File: src/rtl/can_pkg.sv
// Shared CAN constants, frame field layout and receiver types.
package can_pkg;

    localparam logic [14:0] CAN_CRC_POLY = 15'h4599;

    localparam int unsigned ID_W        = 11;
    localparam int unsigned DLC_W       = 4;
    localparam int unsigned DATA_W      = 32;
    localparam int unsigned CRC_W       = 15;
    localparam int unsigned EOF_W       = 7;
    localparam int unsigned STUFF_LIMIT = 5;

    // Destuffed bit positions counted from the first bit after SOF.
    localparam int unsigned RTR_IDX    = ID_W;
    localparam int unsigned IDE_IDX    = ID_W + 1;
    localparam int unsigned R0_IDX     = ID_W + 2;
    localparam int unsigned DLC_IDX    = ID_W + 3;
    localparam int unsigned DATA_IDX   = DLC_IDX + DLC_W;
    localparam int unsigned CRC_IDX    = DATA_IDX + DATA_W;
    localparam int unsigned FRAME_BITS = CRC_IDX + CRC_W;

    localparam logic [DLC_W-1:0] DLC_EXPECTED = 4'd4;

    typedef enum logic [2:0] {
        StWaitIdle,
        StIdle,
        StSof,
        StRxStuffed,
        StCrcDelim,
        StAckSlot,
        StAckDelim,
        StEof
    } rx_state_e;

    typedef enum logic [1:0] {
        ERR_STUFF = 2'd0,
        ERR_CRC   = 2'd1,
        ERR_FORM  = 2'd2
    } err_code_e;

endpackage

File: src/rtl/can_crc15.sv
// Serial CAN CRC-15 accumulator, one bit per enable.
module can_crc15
    import can_pkg::*;
(
    input  logic             clock_i,
    input  logic             reset_i,
    input  logic             clear,
    input  logic             enable,
    input  logic             bit_in,
    output logic [CRC_W-1:0] crc_out
);

    logic [CRC_W-1:0] crc_q;
    logic [CRC_W-1:0] crc_d;
    logic             feedback;

    // Next CRC value for the incoming bit.
    always_comb begin
        feedback = bit_in ^ crc_q[CRC_W-1];
        crc_d    = {crc_q[CRC_W-2:0], 1'b0} ^ (feedback ? CAN_CRC_POLY : '0);
    end

    // CRC register: clear has priority over accumulation.
    always_ff @(posedge clock_i) begin
        if (!reset_i) begin
            crc_q <= '0;
        end else if (clear) begin
            crc_q <= '0;
        end else if (enable) begin
            crc_q <= crc_d;
        end
    end

    assign crc_out = crc_q;

endmodule

File: src/rtl/can_bit_destuffer.sv
// CAN standard data frame receiver: SOF detection, destuffing and frame checks.
module can_bit_destuffer
    import can_pkg::*;
#(
    parameter int unsigned CLKS_PER_BIT = 1000,
    parameter int unsigned IDLE_BITS    = 11
) (
    input  logic              clock_i,
    input  logic              reset_i,
    input  logic              serial_i,
    output logic [ID_W-1:0]   msg_id_o,
    output logic [DATA_W-1:0] data_o,
    output logic              valid_o,
    output logic              error_o,
    output logic [1:0]        error_code_o,
    output logic              busy_o
);

    localparam int unsigned TickW = $clog2(CLKS_PER_BIT);
    localparam int unsigned IdleW = $clog2(IDLE_BITS + 1);

    localparam logic [TickW-1:0] TickHalf = TickW'(CLKS_PER_BIT / 2 - 1);
    localparam logic [TickW-1:0] TickFull = TickW'(CLKS_PER_BIT - 1);
    localparam logic [IdleW-1:0] IdleLast = IdleW'(IDLE_BITS - 1);

    localparam logic [6:0] IdxRtr     = 7'(RTR_IDX);
    localparam logic [6:0] IdxIde     = 7'(IDE_IDX);
    localparam logic [6:0] IdxR0      = 7'(R0_IDX);
    localparam logic [6:0] IdxDlc     = 7'(DLC_IDX);
    localparam logic [6:0] IdxData    = 7'(DATA_IDX);
    localparam logic [6:0] IdxCrc     = 7'(CRC_IDX);
    localparam logic [6:0] IdxDlcLast = 7'(DATA_IDX - 1);
    localparam logic [6:0] IdxCrcLast = 7'(FRAME_BITS - 1);
    localparam logic [6:0] IdxEnd     = 7'(FRAME_BITS);
    localparam logic [2:0] StuffRun   = 3'(STUFF_LIMIT);
    localparam logic [2:0] EofLast    = 3'(EOF_W - 1);

    rx_state_e         state_q;
    logic [1:0]        sync_q;
    logic              prev_q;
    logic [TickW-1:0]  tick_q;
    logic [IdleW-1:0]  idle_cnt_q;
    logic [6:0]        bit_cnt_q;
    logic [2:0]        run_cnt_q;
    logic              run_val_q;
    logic [2:0]        eof_cnt_q;
    logic [ID_W-1:0]   id_sh_q;
    logic [DLC_W-2:0]  dlc_sh_q;
    logic [DATA_W-1:0] data_sh_q;
    logic [CRC_W-2:0]  crc_sh_q;
    logic [ID_W-1:0]   msg_id_q;
    logic [DATA_W-1:0] data_q;
    logic              valid_q;
    logic              error_q;
    err_code_e         error_code_q;
    logic              busy_q;

    logic              rx_bit;
    logic              sample;
    logic              stuff_due;
    logic [2:0]        run_cnt_nxt;
    logic              crc_clear;
    logic              crc_enable;
    logic [CRC_W-1:0]  crc_val;
    logic              fault;
    err_code_e         fault_code;

    assign rx_bit      = sync_q[1];
    assign sample      = (tick_q == '0);
    assign stuff_due   = (run_cnt_q == StuffRun);
    assign run_cnt_nxt = (rx_bit == run_val_q) ? run_cnt_q + 3'd1 : 3'd1;

    // CRC covers SOF through the last data bit, destuffed bits only.
    assign crc_clear  = (state_q == StIdle);
    assign crc_enable = sample &&
                        ((state_q == StSof && !rx_bit) ||
                         (state_q == StRxStuffed && !stuff_due && bit_cnt_q < IdxCrc));

    can_crc15 u_crc (
        .clock_i (clock_i),
        .reset_i (reset_i),
        .clear   (crc_clear),
        .enable  (crc_enable),
        .bit_in  (rx_bit),
        .crc_out (crc_val)
    );

    // Decode stuff, CRC and form violations at the sample of the offending bit.
    always_comb begin
        fault      = 1'b0;
        fault_code = ERR_FORM;
        if (sample) begin
            case (state_q)
                StRxStuffed: begin
                    if (stuff_due) begin
                        if (rx_bit == run_val_q) begin
                            fault      = 1'b1;
                            fault_code = ERR_STUFF;
                        end
                    end else if ((bit_cnt_q == IdxRtr || bit_cnt_q == IdxIde ||
                                  bit_cnt_q == IdxR0) && rx_bit) begin
                        fault = 1'b1;
                    end else if (bit_cnt_q == IdxDlcLast &&
                                 {dlc_sh_q, rx_bit} != DLC_EXPECTED) begin
                        fault = 1'b1;
                    end else if (bit_cnt_q == IdxCrcLast && {crc_sh_q, rx_bit} != crc_val) begin
                        fault      = 1'b1;
                        fault_code = ERR_CRC;
                    end
                end
                StCrcDelim, StAckDelim, StEof: fault = !rx_bit;
                default: ;
            endcase
        end
    end

    // Receiver FSM, bit timing, field capture and registered outputs.
    always_ff @(posedge clock_i) begin
        if (!reset_i) begin
            state_q      <= StWaitIdle;
            sync_q       <= 2'b11;
            prev_q       <= 1'b1;
            tick_q       <= '0;
            idle_cnt_q   <= '0;
            bit_cnt_q    <= '0;
            run_cnt_q    <= '0;
            run_val_q    <= 1'b0;
            eof_cnt_q    <= '0;
            id_sh_q      <= '0;
            dlc_sh_q     <= '0;
            data_sh_q    <= '0;
            crc_sh_q     <= '0;
            msg_id_q     <= '0;
            data_q       <= '0;
            valid_q      <= 1'b0;
            error_q      <= 1'b0;
            error_code_q <= ERR_STUFF;
            busy_q       <= 1'b0;
        end else begin
            sync_q  <= {sync_q[0], serial_i};
            prev_q  <= rx_bit;
            valid_q <= 1'b0;
            error_q <= 1'b0;
            tick_q  <= sample ? TickFull : tick_q - 1'b1;
            if (fault) begin
                error_q      <= 1'b1;
                error_code_q <= fault_code;
                busy_q       <= 1'b0;
                idle_cnt_q   <= '0;
                state_q      <= StWaitIdle;
            end else begin
                case (state_q)
                    StWaitIdle: if (sample) begin
                        if (!rx_bit) begin
                            idle_cnt_q <= '0;
                        end else if (idle_cnt_q == IdleLast) begin
                            idle_cnt_q <= '0;
                            state_q    <= StIdle;
                        end else begin
                            idle_cnt_q <= idle_cnt_q + 1'b1;
                        end
                    end
                    StIdle: if (prev_q && !rx_bit) begin
                        // Align the first sample to mid-bit of SOF.
                        tick_q  <= TickHalf;
                        busy_q  <= 1'b1;
                        state_q <= StSof;
                    end
                    StSof: if (sample) begin
                        if (!rx_bit) begin
                            run_val_q <= 1'b0;
                            run_cnt_q <= 3'd1;
                            bit_cnt_q <= '0;
                            state_q   <= StRxStuffed;
                        end else begin
                            busy_q  <= 1'b0;
                            state_q <= StIdle;
                        end
                    end
                    StRxStuffed: if (sample) begin
                        run_val_q <= rx_bit;
                        if (stuff_due) begin
                            run_cnt_q <= 3'd1;
                            if (bit_cnt_q == IdxEnd) state_q <= StCrcDelim;
                        end else begin
                            run_cnt_q <= run_cnt_nxt;
                            bit_cnt_q <= bit_cnt_q + 7'd1;
                            if (bit_cnt_q < IdxRtr) begin
                                id_sh_q <= {id_sh_q[ID_W-2:0], rx_bit};
                            end else if (bit_cnt_q >= IdxDlc && bit_cnt_q < IdxData) begin
                                dlc_sh_q <= {dlc_sh_q[DLC_W-3:0], rx_bit};
                            end else if (bit_cnt_q >= IdxData && bit_cnt_q < IdxCrc) begin
                                data_sh_q <= {data_sh_q[DATA_W-2:0], rx_bit};
                            end else if (bit_cnt_q >= IdxCrc) begin
                                crc_sh_q <= {crc_sh_q[CRC_W-3:0], rx_bit};
                            end
                            // A stuff bit owed after the last CRC bit is consumed here first.
                            if (bit_cnt_q == IdxCrcLast && run_cnt_nxt != StuffRun) begin
                                state_q <= StCrcDelim;
                            end
                        end
                    end
                    StCrcDelim: if (sample) state_q <= StAckSlot;
                    StAckSlot:  if (sample) state_q <= StAckDelim;
                    StAckDelim: if (sample) begin
                        eof_cnt_q <= '0;
                        state_q   <= StEof;
                    end
                    StEof: if (sample) begin
                        if (eof_cnt_q == EofLast) begin
                            msg_id_q   <= id_sh_q;
                            data_q     <= data_sh_q;
                            valid_q    <= 1'b1;
                            busy_q     <= 1'b0;
                            idle_cnt_q <= '0;
                            state_q    <= StWaitIdle;
                        end else begin
                            eof_cnt_q <= eof_cnt_q + 3'd1;
                        end
                    end
                    default: state_q <= StWaitIdle;
                endcase
            end
        end
    end

    assign msg_id_o     = msg_id_q;
    assign data_o       = data_q;
    assign valid_o      = valid_q;
    assign error_o      = error_q;
    assign error_code_o = error_code_q;
    assign busy_o       = busy_q;

endmodule

File: config.mk
export PLATFORM = sky130hd
export DESIGN_NAME = can_bit_destuffer
export DESIGN_NICKNAME = d
export VERILOG_FILES = /design/src/rtl/can_pkg.sv /design/src/rtl/can_crc15.sv /design/src/rtl/can_bit_destuffer.sv
export SDC_FILE = /design/constraint.sdc
export NUM_CORES = 1
export LEC_CHECK = 0
export ABC_AREA = 1
export CORE_MARGIN = 5
export CORE_UTILIZATION = 35
export CTS_BUF_LIST = sky130_fd_sc_hd__clkbuf_8
export CTS_CLUSTER_DIAMETER = 30
export DETAILED_ROUTE_END_ITERATION = 12
export SLEW_MARGIN = 20
export SYNTH_ARGS = -nofsm -noshare
export SYNTH_HDL_FRONTEND = slang
export SYNTH_SLANG_ARGS = --single-unit
File: constraint.sdc
create_clock -name clock_i -period 2.7 [get_ports clock_i]
set_input_delay 0.54 -clock clock_i [delete_from_list [all_inputs] [get_ports clock_i]]
set_output_delay 0.54 -clock clock_i [all_outputs]
set_load 0.05 [all_outputs]
==> results of run 1 <==
[stage by stage]
| stage | instance area, µm² | worst slack, ns | util | instances | hold slack, ns |
|---|---|---|---|---|---|
| after floorplan | 7370 | 0.729 | - | 1075 | 0.393 |
| final | 8630 | 0.273 | 0.413 | 1404 | 0.429 |
| after global routing | 8630 | 0.00587 | 0.413 | 1404 | 0.446 |
| after detailed placement | 8200 | 0.307 | 0.393 | 1372 | 0.410 |
| after global placement | 8200 | 0.382 | 0.393 | 1372 | 0.423 |
| after CTS | 8630 | 0.279 | 0.413 | 1404 | 0.425 |
[report_power, final]
part	switching, mW	leakage, nW	internal (mW)
sequential	0.0525	1.27	2.38
clock	0.979	0.221	0.949
combinational	0.415	1.82	0.198
total	1.45	3.30	3.53
[layout make-up]
class | instances | area (µm²)
clock buffer | 17 | 234
clock inverter | 15 | 196
fill | 2235 | 12300
inverter | 144 | 541
multi-input combinational | 720 | 3450
sequential | 157 | 3140
tap | 275 | 344
timing repair buffer | 76 | 728
[final timing paths]
check / from / endpoint / slack, ns / cells after the start
max reg2reg: sync_q[1] / bit_cnt_q[0] / 0.27 / 16
min: sync_q[0] / sync_q[1] / 0.43 / 1
min reg2reg: sync_q[0] / sync_q[1] / 0.43 / 1
max: sync_q[1] / bit_cnt_q[0] / 0.27 / 16
[layout by cell type (no fill, tap or decap), types with 13 or more instances in the layout]
master             n
o21ai_0           35
buf_4             23
nand2_1          221
dfxtp_1          157
xor2_1            13
nand4_1           59
nand3_1           81
nor2_1           179
clkdlybuf4s50_1   49
clkbuf_8          17
inv_1            134
a21oi_1           69
[sequential cells by signal (all words and copies together) (netlist names), 4 cells and up]
signal and count:
bit_cnt_q 7, crc_sh_q 14, data_o 32, data_sh_q 32
id_sh_q 11, idle_cnt_q 4, msg_id_o 11, tick_q 10
u_crc.crc_out 15
[cell families (layout without fill, tap and decap cells)]
family          after synthesis  in the layout  share of synthesized area
buf+inv                     198            252                      0.108
simple gates                574            574                      0.342
xor+xnor                     17             17                     0.0202
compound gates              118            118                     0.0842
fa+ha+maj                    11             11                     0.0187
flops                       157            157                      0.426
[worst reg2reg max path: stages, from the launching register on]
cell     delay [ns]
dfxtp_1        0.48
inv_2          0.14
nand2_1        0.08
nand2_1        0.06
nor2_1         0.12
nand2_1        0.07
nor2_1         0.09
nand2_1        0.09
nand2_1        0.13
nand2_1        0.08
nand2_2        0.11
nand2_1        0.12
nand2_2        0.21
nand3_1        0.32
nand2_1        0.14
inv_1          0.05
nor2_1         0.08
[layer usage]
layer,track usage,vias to the layer above
met4,0.0471,0
met2,0.247,94
met1,0.203,2996
li1,-,3506
met5,0,-
met3,0.0300,31
==> flow_summary.yaml, run 1 <==
outcome:
  status: "finished, final reports clean"
grt:
  antenna_found_initial: 0
  grt_usage: 0.152
  grt_max_degree: 45
  grt_pass1_vias: 6435
  overflow: 0
  grt_pass1_wl_um: 30600
place:
  place.port_buffers: 50
  place_congestion: 0.877
  place_hpwl_um: 11800
drt:
  detail-route-antenna-nets: 0
  routed_wl_um: 17600
  dr.first_iter.drc_count: 360
  avgViaCountPerCell: 4.72
  drc: 0
  met2_length_um: 7940
  highest_layer: "met4"
  wl_met3_um: 581
  dr.pass1.iters: 4
  routedWlPerCell_um: 12.6
  vias: 6627
  wl_met1_um: 8800
cts:
  clkTransAtPathRegs_ns: 0.09
  root_buffer: "clkbuf_8"
  cts_made_buffers: 17
  clk_latency_ns: 0.46
  cts_sinks: 157
  cts-resized-gates: 0
  cts_hold_buf: 0
  cts_tree: "yes"
  cts_setup_buffers: 0
  h-tree-depth: 4
  clockBufferDepth: 2
timing:
  totalNegativeSetupSlack_ns: 0
  setup_viol: 0
  min_period_ns: 2.43
  finClkSkew_ns: 0.0148
  final-max-slew-violation-count: 0
  max_freq_mhz: 412
  period_share: 0.899
  rsz0062_at_grt: "false"
  tightest_slew_ns: 0.520
  max-slew-margin-rel: 0.653
  hold_viol_final: 0
yosys:
  yosysTopAreaCell: "dfxtp_1"
  synth.area.top_cells: "dfxtp_1 (43%), nand2_1 (11%), nor2_1 (9.2%), inv_1 (6.8%), nand3_1 (5.5%)"
  synthesis.area_mm2: 0.00737
  yosys_warnings: 0
  synth_most_common_cell: "nand2_1"
  synth_nets: 1089
  synth_top_area_share: 0.426
  ys_seq_area_frac: 0.426
  synthCells: 1075
  ys_seq_elements: 157
  synth-edff-count: 0
  synthFlopType: "dfxtp_1"
  synthArstFlopShare: 0
  synth_common_cells: "nand2_1 (221), nor2_1 (180), dfxtp_1 (157)"
  synth_area_per_cell_um2: 6.86
  ys_types: 40
floorplanning:
  rows: 53
  die_area_mm2: 0.0241
  die_w_um: 155
  start_util: 0.353
  die_y_um: 155
  io_pins: 51
  core-area_mm2: 0.0209
pwr:
  power_density_mw_per_mm2: 576
  vdd.ir_drop.worst_v: 0.000439
  fin_total_pwr_mw: 4.97
  power.leakage_nw: 3.30
critical_path:
  worst-path-buf-inv: 2
  cp_max_fo: 10
  cp.arrival_ns: 2.82
  cp_top_family: "simple AND/OR/NAND/NOR gates"
  critPathRequiredTime_ns: 3.10
  slowest_stage: "dfxtp_1"
  slowest_delay_ns: 0.48
  startpoint_type: "flip-flop"
  setup.worst_path.end_class: "flip-flop"
  cpMostUsedCell: "nand2_1"
  cp_cell_sequence: "inv_2 -> nand2_1 -> nand2_1 -> nor2_1 -> nand2_1 -> nor2_1 -> nand2_1 -> nand2_1 -> nand2_1 -> nand2_2 -> nand2_1 -> nand2_2 -> nand3_1 -> nand2_1 -> inv_1 -> nor2_1"
  path_class: "flip-flop to flip-flop"
layout:
  drive_above_1_share: 0.0797
  synthToLayoutAreaGrowth_pct: 17.1
  finalNetCount: 1130
  antennaDiodeCount: 0
flow_run:
  max-cap-violations: 0
hold_path:
  worstHoldPathType: "flip-flop to flip-flop"
(Power assumes the default switching activity.)
==> run 2: changes to the inputs <==
==> constraint.sdc (replaced) <==
create_clock -name clock_i -period 2.6 [get_ports clock_i]
set_input_delay 0.52 -clock clock_i [delete_from_list [all_inputs] [get_ports clock_i]]
set_output_delay 0.52 -clock clock_i [all_outputs]
set_load 0.05 [all_outputs]
==> run 2 against run 1 <==
Effect of this change:
- first-iteration DRC count is 11% lower
- critical path depth is 8 lower
- wire length is 0.15% higher
- hold slack better by 0.0087 ns
- design area is 0.30% higher
- critical endpoint is now data_o[25]
- largest cell class unchanged
==> flow_summary.yaml, run 2 (synthesis results as in run 1) <==
floorplanning:
  rows: 53
  io_pins: 51
  start_util: 0.353
  die_y_um: 155
  die_area_mm2: 0.0241
  die_w_um: 155
  core-area_mm2: 0.0209
pwr:
  vdd.ir_drop.worst_v: 0.000332
  power.leakage_nw: 3.31
  fin_total_pwr_mw: 5.17
  power_density_mw_per_mm2: 597
cts:
  root_buffer: "clkbuf_8"
  cts_made_buffers: 17
  h-tree-depth: 4
  cts_tree: "yes"
  clockBufferDepth: 2
  clkTransAtPathRegs_ns: 0.09
  cts_sinks: 157
  clk_latency_ns: 0.46
  cts_hold_buf: 0
drt:
  routedWlPerCell_um: 12.6
  detail-route-antenna-nets: 0
  routed_wl_um: 17700
  dr.pass1.iters: 7
  drc: 0
  dr.first_iter.drc_count: 321
  avgViaCountPerCell: 4.71
  vias: 6607
critical_path:
  reg2reg_from: "tick_q[0]"
  r2r_end: "data_o[25]"
  rrSetupSlack_ns: 0.21
  startpoint_type: "flip-flop"
  critPathRequiredTime_ns: 2.98
  r2r_cells: 8
  worst-path-buf-inv: 2
  cp.arrival_ns: 2.77
  setup.worst_path.end_class: "flip-flop"
  cp_top_family: "simple AND/OR/NAND/NOR gates"
  slowest_stage: "buf_4"
  cp_cell_sequence: "inv_1 -> ha_1 -> nand2_1 -> or2_2 -> nor4_2 -> buf_4 -> nand4_1 -> a21oi_1"
  path_class: "flip-flop to flip-flop"
  cp_max_fo: 44
  slowest_delay_ns: 0.54
hold_path:
  hold_path_end: "u_crc.crc_out[0]"
  holdPathStages: 3
  min-delay-start: "reset_i"
  worstHoldPathType: "primary input to flip-flop"
grt:
  grt_pass1_vias: 6244
  grt_max_degree: 53
  antenna_found_initial: 0
  overflow: 0
  grt_pass1_wl_um: 30100
  grt_usage: 0.150
flow_run:
  max-cap-violations: 0
place:
  place.port_buffers: 50
  pre_cts_ws_ns: 0.189
  place_hpwl_um: 11500
  place_congestion: 0.830
timing:
  fin_ws_ns: 0.211
  max_freq_mhz: 419
  max-slew-margin-rel: 0.607
  tightest_slew_ns: 0.590
  setup_viol: 0
  hold_viol_final: 0
  rsz0062_at_grt: "true"
  finClkSkew_ns: 0.0146
  min_period_ns: 2.39
  final-max-slew-violation-count: 0
  period_share: 0.919
layout:
  antennaDiodeCount: 0
  finalNetCount: 1128
  drive_above_1_share: 0.0790
  nFillCells: 2219
  layout_common_cells: "nand2_1 (221), nor2_1 (179), dfxtp_1 (157), inv_1 (134), nand3_1 (80)"
  mostFrequentLayoutCell: "nand2_1"
  synthToLayoutAreaGrowth_pct: 17.4
outcome:
  status: "finished, final reports clean"
## run 2: stage by stage
stage                     cell area [µm²]  utilization  hold slack, ns  cells  setup TNS, ns
after global placement               8200        0.393           0.423   1369              0
after detailed placement             8200        0.393           0.410   1369              0
after CTS                            8640        0.413           0.402   1401              0
after floorplan                      7370            -           0.393   1075              0
final                                8660        0.414           0.437   1402              0
after global routing                 8660        0.414           0.404   1402        -0.0972
## run 2: what timing repair did
item	4_1_cts	5_1_grt
endpoints found under the setup margin	0	33
setup buffers	0	1
gates resized for setup	0	3
## run 2: power by group
group	switching, mW	total, mW	internal (mW)
clock network	1.02	2.01	0.987
logic	0.434	0.632	0.199
registers	0.0566	2.53	2.47
## run 2: metal layers
layer	global-route usage	vias to the layer above	part of all wire
li1	-	3508	-
met5	0	-	0
met1	0.203	2991	0.49
met4	0.0416	0	0.014
met3	0.0353	16	0.037
met2	0.240	92	0.46
## run 2: worst max-delay path by stage
stage	cells after the start	endpoint	from
after floorplan	15	msg_id_o[4]	bit_cnt_q[1]
after global placement	15	bit_cnt_q[0]	bit_cnt_q[1]
after detailed placement	15	bit_cnt_q[0]	bit_cnt_q[1]
after CTS	15	bit_cnt_q[0]	bit_cnt_q[1]
after global routing	15	bit_cnt_q[0]	bit_cnt_q[1]
final	8	data_o[25]	tick_q[0]
## run 2: worst register-to-register path, delay by kind of cell, from the launching register on
| family | cells | cell delay, ns |
|---|---|---|
| adder cells (fa/ha/maj) | 1 | 0.19 |
| buffers and inverters | 2 | 0.61 |
| AND/OR/NAND/NOR | 4 | 1.06 |
| AO/OA/AOI/OAI | 1 | 0.15 |
| flip-flops | 1 | 0.31 |
## run 2: area by class of cell
cell class | count | area [µm²] | share of cell area
multi-input cells | 720 | 3460 | 0.399
flip-flops and latches | 157 | 3140 | 0.363
repair buffers | 74 | 742 | 0.0857
inverters | 144 | 541 | 0.0624
well taps | 275 | 344 | 0.0397
clock buffers | 17 | 234 | 0.0270
clock inverters | 15 | 199 | 0.0230
==> run 3: changes to the inputs <==
--- a/config.mk
+++ b/config.mk
@@ -6,6 +6,7 @@
 export NUM_CORES = 1
 export LEC_CHECK = 0
 export ABC_AREA = 1
+export CORE_ASPECT_RATIO = 0.7
 export CORE_MARGIN = 5
 export CORE_UTILIZATION = 35
 export CTS_BUF_LIST = sky130_fd_sc_hd__clkbuf_8
==> run 3 against run 2 <==
Effect of this change:
- total power fell by 1.1%
- first-iteration DRC count rose by 46%
- count of clock-buffer cells in the layout rose by 1
- final cell count rose by 0.21%
- global-route usage fell by 0.31 points
- flip-flop and latch count did not move
- combinational power rose by 2%
- register-to-register slack improved by 0.06 ns
- die area rose by 0.19%
- via count fell by 0.14%
- wire length fell by 0.59%
==> flow_summary.yaml, run 3 (synthesis results as in run 1) <==
timing:
  finClkSkew_ns: 0.0213
  period_share: 0.894
  fin_ws_ns: 0.276
  final-max-slew-violation-count: 0
  tightest_slew_ns: 0.518
  setup_viol: 0
  hold_viol_final: 0
  max_freq_mhz: 430
  min_period_ns: 2.32
  max-slew-margin-rel: 0.654
  holdWs_ns: 0.423
  totalNegativeSetupSlack_ns: 0
  rsz0062_at_grt: "false"
layout:
  stdcell_count: 1405
  stdcell_area_mm2: 0.00864
  synthToLayoutAreaGrowth_pct: 17.1
  finalCoreUtilization: 0.416
  finalNetCount: 1130
  drive_above_1_share: 0.0797
  mostFrequentLayoutCell: "nand2_1"
  layout_common_cells: "nand2_1 (221), nor2_1 (179), dfxtp_1 (156), inv_1 (136), nand3_1 (80)"
  antennaDiodeCount: 0
pwr:
  vdd.ir_drop.worst_v: 0.000403
  power.leakage_nw: 3.30
  power_density_mw_per_mm2: 592
  fin_total_pwr_mw: 5.11
critical_path:
  r2r_cells: 15
  worst-path-buf-inv: 3
  cp_cell_sequence: "inv_1 -> ha_1 -> o21ai_0 -> o21ai_0 -> nand2_1 -> nand2_1 -> nor2_1 -> nand2_1 -> nand2_2 -> nand2_1 -> inv_2 -> nand3_2 -> buf_4 -> nand2_1 -> a21oi_1"
  r2r_end: "data_o[28]"
  critPathRequiredTime_ns: 2.92
  cp.arrival_ns: 2.64
  setup.worst_path.end_class: "flip-flop"
  slowest_delay_ns: 0.44
  cp_top_family: "simple AND/OR/NAND/NOR gates"
  rrSetupSlack_ns: 0.28
  startpoint_type: "flip-flop"
  slowest_stage: "dfxtp_1"
  cp_max_fo: 44
  path_class: "flip-flop to flip-flop"
  cpMostUsedCell: "nand2_1"
  reg2reg_from: "bit_cnt_q[1]"
floorplanning:
  die_w_um: 183
  core-area_mm2: 0.0208
  die_area_mm2: 0.0241
  start_util: 0.355
  die_y_um: 131
  rows: 44
  io_pins: 51
cts:
  cts_tree: "yes"
  cts_made_buffers: 17
  clockBufferDepth: 2
  root_buffer: "clkbuf_8"
  cts_sinks: 157
  h-tree-depth: 4
  clk_latency_ns: 0.46
  clkTransAtPathRegs_ns: 0.10
place:
  pre_cts_ws_ns: 0.199
  place.port_buffers: 50
  place_hpwl_um: 11800
  place_congestion: 0.841
  placed_cells: 1372
  placed_cell_area_mm2: 0.00820
hold_path:
  holdPathStages: 3
  min-delay-start: "reset_i"
  hold_path_end: "run_cnt_q[0]"
  worstHoldPathType: "primary input to flip-flop"
drt:
  routedWlPerCell_um: 12.5
  dr.first_iter.drc_count: 470
  avgViaCountPerCell: 4.70
  drc: 0
  routed_wl_um: 17600
  dr.pass1.iters: 5
  vias: 6598
  detail-route-antenna-nets: 0
grt:
  met2_usage: 0.208
  grt_util_met1: 0.220
  overflow: 0
  grt_max_degree: 45
  antenna_found_initial: 0
  grt_usage: 0.147
  grt_util_met3: 0.0301
  busiest_layer: "met1"
  grt_pass1_vias: 6003
  grt_pass1_wl_um: 29700
flow_run:
  max-cap-violations: 0
outcome:
  status: "finished, final reports clean"
run 3: what timing repair did:
action                     CTS  global route
hold buffers                 0             0
setup endpoints to repair    0            74
gates resized for setup      0             2
setup buffers                0             1
run 3: how the worst max path moves through the flow:
stage                             from      endpoint  slack [ns]  cells after the start
after floorplan           bit_cnt_q[1]   msg_id_o[4]        0.63                     15
after global placement       sync_q[1]  bit_cnt_q[1]        0.22                     16
after detailed placement     sync_q[1]  bit_cnt_q[6]        0.20                     16
after CTS                    sync_q[1]  bit_cnt_q[4]        0.18                     16
after global routing      bit_cnt_q[1]    data_o[11]       0.003                     15
final                     bit_cnt_q[1]    data_o[28]        0.28                     15
run 3: worst register-to-register path, stage by stage, from the launching register on:
cell	delay, ns
dfxtp_1	0.44
inv_1	0.11
ha_1	0.20
o21ai_0	0.15
o21ai_0	0.11
nand2_1	0.08
nand2_1	0.05
nor2_1	0.08
nand2_1	0.07
nand2_2	0.11
nand2_1	0.12
inv_2	0.11
nand3_2	0.06
buf_4	0.30
nand2_1	0.13
a21oi_1	0.06
run 3: cell type report:
class	instances	area, µm²
fill	2150	12100
multi-input combinational	720	3450
sequential	157	3140
timing repair buffer	76	741
inverter	144	541
tap	276	345
clock buffer	18	248
clock inverter	14	166
run 3: where the power goes:
group | leakage, nW | total [mW] | switching [mW] | internal [mW]
Sequential | 1.27 | 2.53 | 0.0558 | 2.47
Clock | 0.213 | 1.94 | 0.966 | 0.979
Combinational | 1.82 | 0.642 | 0.445 | 0.197
run 3: metal layers:
| metal | routed length (µm) | vias to the layer above |
|---|---|---|
| met1 | 9530 | 2976 |
| met4 | 228 | 0 |
| li1 | - | 3504 |
| met5 | 0 | - |
| met3 | 654 | 17 |
| met2 | 7160 | 101 |
==> edit 1: new RTL, settings of run 1 <==
The package constant `CRC_W` goes from 15 to 30.
--- a/src/rtl/can_pkg.sv
+++ b/src/rtl/can_pkg.sv
@@ -6,7 +6,7 @@
     localparam int unsigned ID_W        = 11;
     localparam int unsigned DLC_W       = 4;
     localparam int unsigned DATA_W      = 32;
-    localparam int unsigned CRC_W       = 15;
+    localparam int unsigned CRC_W       = 30;
     localparam int unsigned EOF_W       = 7;
     localparam int unsigned STUFF_LIMIT = 5;
 
Function: no difference found for any inputs over 4 cycles, from zero or initial values and one cycle with reset_i low; that may be too few to reach the edited logic, so the function may still have changed.
==> edit 1 against run 1 <==
Synthesized cell count grew 14%; sequential cell count grew 30; final area grew 13%; first-iteration DRC count grew 26%; global-route usage shrank 1.0 points; power grew 9.5%; setup slack lost 0.034 ns; routed wire length grew 8.9%; synthesized area grew 15%.
==> edit 1: results (changes against run 1) <==
| Metric | Value |
|---|---|
| Arr. time, crit path | 2.83 ns (was 2.82 ns) |
| Top post-synthesis cells by area | dfxtp_1 (44%), nand2_1 (11%), nor2_1 (10%) (was dfxtp_1 (43%), nand2_1 (11%), nor2_1 (9.2%)) |
| Clk cell area share | 4.09% (was 4.99%) |
| First-pass GRT wire length | 33500 um (was 30600 um) |
| Seq/total area | 38.2% (was 36.4%) |
| Fin Clk Skew | 0.0148 ns (about the same) |
| Die ar. | 27500 um^2 (was 24100 um^2) |
| DRT Pass-1 Iters | 6 (was 4) |
| RePlAce Congestion | 0.844 (was 0.877) |
| Slew headroom | 54.3% (was 65.3%) |
| Post-synthesis adder-cell area fraction | 1.62% (was 1.87%) |
| Leakage power | 3.68 nW (was 3.30 nW) |
| Slowest Stage Delay on Critical Path | 0.30 ns (was 0.48 ns) |
| DP Cell Count | 1560 (was 1372) |
| Placed Area | 9380 um^2 (was 8200 um^2) |
| Pre-CTS WS | 0.181 ns (was 0.307 ns) |
| GR Util All Layers | 14.1% (was 15.2%) |
| Cell Int Power | 0.00396 W (was 0.00353 W) |
| Multi-input gate count | 833 (was 720) |
| Layout cells sized above 1 | 6.31% (was 7.97%) |
| # clk buffers | 21 (was 17) |
| Bufs w/o clock | 74 (was 76) |
| Non-clk buf share | 7.79% (was 8.44%) |
| Vias | 7383 (was 6627) |
| Syn-to-layout area delta | 15.3% (was 17.1%) |
| Post-synthesis xor/xnor area fraction | 3.71% (was 2.02%) |
| Via/cell ratio | 4.64 (was 4.72) |
| Most frequent cells after synthesis | nand2_1 (245), nor2_1 (228), dfxtp_1 (187) (was nand2_1 (221), nor2_1 (180), dfxtp_1 (157)) |
| DP Wirelength | 12500 um (was 11800 um) |
| Seq group | 0.00289 W (was 0.00243 W) |
| Peak supply drop | 318 uV (was 439 uV) |
| FF+latch count | 187 (was 157) |
| Area occupied by multi-input gates | 3940 um^2 (was 3450 um^2) |
| Switching Fraction | 27.3% (was 29.1%) |
| Vias in the first global route | 6997 (was 6435) |
| Nets | 1271 (was 1130) |
| Post-Syn Nets | 1238 (was 1089) |
| Sequential area share after synthesis | 44.1% (was 42.6%) |
| Mean area per synthesized cell | 6.94 um^2 (was 6.86 um^2) |
| Status | finished, final reports clean (unchanged) |
==> edit 1: final timing paths <==
| check | slack [ns] | to | start | cells past startpoint |
|---|---|---|---|---|
| worst min register to register | 0.43 | sync_q[1] | sync_q[0] | 1 |
| worst min-delay path | 0.43 | sync_q[1] | sync_q[0] | 1 |
| worst max register to register | 0.24 | data_sh_q[10] | tick_q[0] | 13 |
| worst max-delay path | 0.24 | data_sh_q[10] | tick_q[0] | 13 |
==> edit 1: per-layer routing <==
layer,track usage [%],vias to the layer above,part of all wire (%)
li1,-,3894,-
met2,23.5,108,47
met4,3.73,0,0.99
met1,18.7,3368,49
met3,3.09,13,3.8
met5,0,-,0
==> edit 1: repair_timing <==
| action | CTS | global route |
|---|---|---|
| setup buffers | 0 | 2 |
| resized for setup | 0 | 1 |
| setup endpoints to repair | 0 | 12 |
==> edit 2: new RTL, config.mk and constraints of run 1 <==
Made on the original files. Make the reset (`reset_i`) asynchronous in 2 clocked blocks.
--- a/src/rtl/can_crc15.sv
+++ b/src/rtl/can_crc15.sv
@@ -21,7 +21,7 @@
     end
 
     // CRC register: clear has priority over accumulation.
-    always_ff @(posedge clock_i) begin
+    always_ff @(posedge clock_i or negedge reset_i) begin
         if (!reset_i) begin
             crc_q <= '0;
         end else if (clear) begin
--- a/src/rtl/can_bit_destuffer.sv
+++ b/src/rtl/can_bit_destuffer.sv
@@ -115,7 +115,7 @@
     end
 
     // Receiver FSM, bit timing, field capture and registered outputs.
-    always_ff @(posedge clock_i) begin
+    always_ff @(posedge clock_i or negedge reset_i) begin
         if (!reset_i) begin
             state_q      <= StWaitIdle;
             sync_q       <= 2'b11;
Behaviour: no difference found for any inputs over 4 cycles, from zero or initial values and one cycle with reset_i low; that may be too few to reach the edited logic, so the function may still have changed.
==> edit 2 against run 1 <==
Final area grew 4.7%; setup slack gained 0.037 ns; sequential share of layout area grew 7.1 points; synthesized area grew 5.2%; fmax grew 1.6%; count of clock-buffer cells in the layout grew 3; routed wire length grew 1.6%; sequential cell count is the same.
Power is not compared: it rests on default switching activity, and its combinational part moved more than twofold at a synthesized area within 25%.
==> edit 2: results (changes against run 1) <==
| Metric | Value |
|---|---|
| Status | finished, final reports clean (unchanged) |
| Initial DRC count | 389 (was 360) |
| DRT Pass-1 Iters | 5 (was 4) |
| RePlAce Congestion | 0.806 (was 0.877) |
| Post-Syn Nets | 949 (was 1089) |
| Fin Clk Skew | 0.0132 ns (was 0.0148 ns) |
| Setup slack after layout | 0.310 ns (was 0.273 ns) |
| Reg2reg end | data_o[31] (was bit_cnt_q[0]) |
| Warnings from Yosys | 0 (unchanged) |
| Post-Route WL | 17900 um (was 17600 um) |
| Met1 Use GR | 20.1% (was 20.3%) |
| Max FO, Critical Path | 26 (was 10) |
| Most frequent cells after synthesis | nand2_1 (269), dfrtp_1 (154), inv_1 (115) (was nand2_1 (221), nor2_1 (180), dfxtp_1 (157)) |
| Main synth FF type | dfrtp_1 (was dfxtp_1) |
| Resized cells post-CTS | 0 (unchanged) |
| Pin count of the biggest net entering global routing | 62 (was 45) |
| Final Cell Area | 9040 um^2 (was 8630 um^2) |
| Via/cell ratio | 4.81 (was 4.72) |
| EDFF count, synth | 0 (unchanged) |
| Routing usage on met2 | 22.9% (was 24.7%) |
| Critical path's slowest cell | dfrtp_1 (was dfxtp_1) |
| Arr. time, crit path | 2.73 ns (was 2.82 ns) |
| Post-Layout Cell Count | 1283 (was 1404) |
| Met3 wire length | 692 um (was 581 um) |
| Layout cells sized above 1 | 8.28% (was 7.97%) |
| Nets | 1004 (was 1130) |
| First-pass GRT wire length | 30900 um (was 30600 um) |
| Met3 GRT Util | 3.11% (was 3.00%) |
| Max_cap viols | 0 (unchanged) |
| Sequential area share after synthesis | 50.7% (was 42.6%) |
| Pre-CTS WS | 0.175 ns (was 0.307 ns) |
| R2r worst-path depth | 12 (was 16) |
| Top post-synthesis cells by area | dfrtp_1 (50%), nand2_1 (13%), o21bai_1 (5.8%) (was dfxtp_1 (43%), nand2_1 (11%), nor2_1 (9.2%)) |
| Clock sinks | 157 (unchanged) |
| Crit Reg-Reg Startpoint | tick_q[0] (was sync_q[1]) |
| GR Util All Layers | 14.5% (was 15.2%) |
| Placed Area | 8620 um^2 (was 8200 um^2) |
| Vias in the first global route | 6195 (was 6435) |
| Slowest Stage Delay on Critical Path | 0.40 ns (was 0.48 ns) |
| Setup crit end | data_o[31] (was bit_cnt_q[0]) |
| Synth Instances | 935 (was 1075) |
| Hold Path Class | input pin to asynchronous set/reset pin (was flop to flop) |
| Worst-Skew Late Latency | 0.46 ns (about the same) |
| Slew @ Worst Pin | 0.614 ns (was 0.520 ns) |
| Asr flop ratio synth | 100% (was 0%) |
| Netlist cell types | 38 (was 40) |
| FILL cells | 2212 (was 2235) |
| Metal-1 WL | 8650 um (was 8800 um) |
| DP Wirelength | 11700 um (was 11800 um) |
| Worst-case hold slack | 0.0687 ns (was 0.429 ns) |
[edit 2: cells by family after synthesis]
logic type	synth area share (%)
buffers and inverters	8.61
XOR/XNOR	2.15
flip-flops	50.7
adder cells (fa/ha/maj)	1.77
AND/OR/NAND/NOR	24.1
AO/OA/AOI/OAI	12.7
[edit 2: power groups by stage]
| stage | clock network [W] | logic (W) | registers (W) |
|---|---|---|---|
| after floorplan | 0 | 0.0000130 | 0.00240 |
| after global placement | 0 | 0.0000818 | 0.00240 |
| after detailed placement | 0 | 0.0000823 | 0.00240 |
| after CTS | 0.00179 | 0.0000821 | 0.00235 |
| after global routing | 0.00190 | 0.0000919 | 0.00236 |
| final | 0.00174 | 0.0000768 | 0.00235 |
[edit 2: area by class of cell]
| cell class | instances | share of cell area (%) |
|---|---|---|
| clock inverter | 12 | 1.25 |
| clock buffer | 20 | 3.04 |
| sequential | 157 | 43.5 |
| multi-input combinational | 621 | 35.3 |
| tap | 280 | 3.88 |
| timing repair buffer | 74 | 8.10 |
| inverter | 119 | 4.97 |
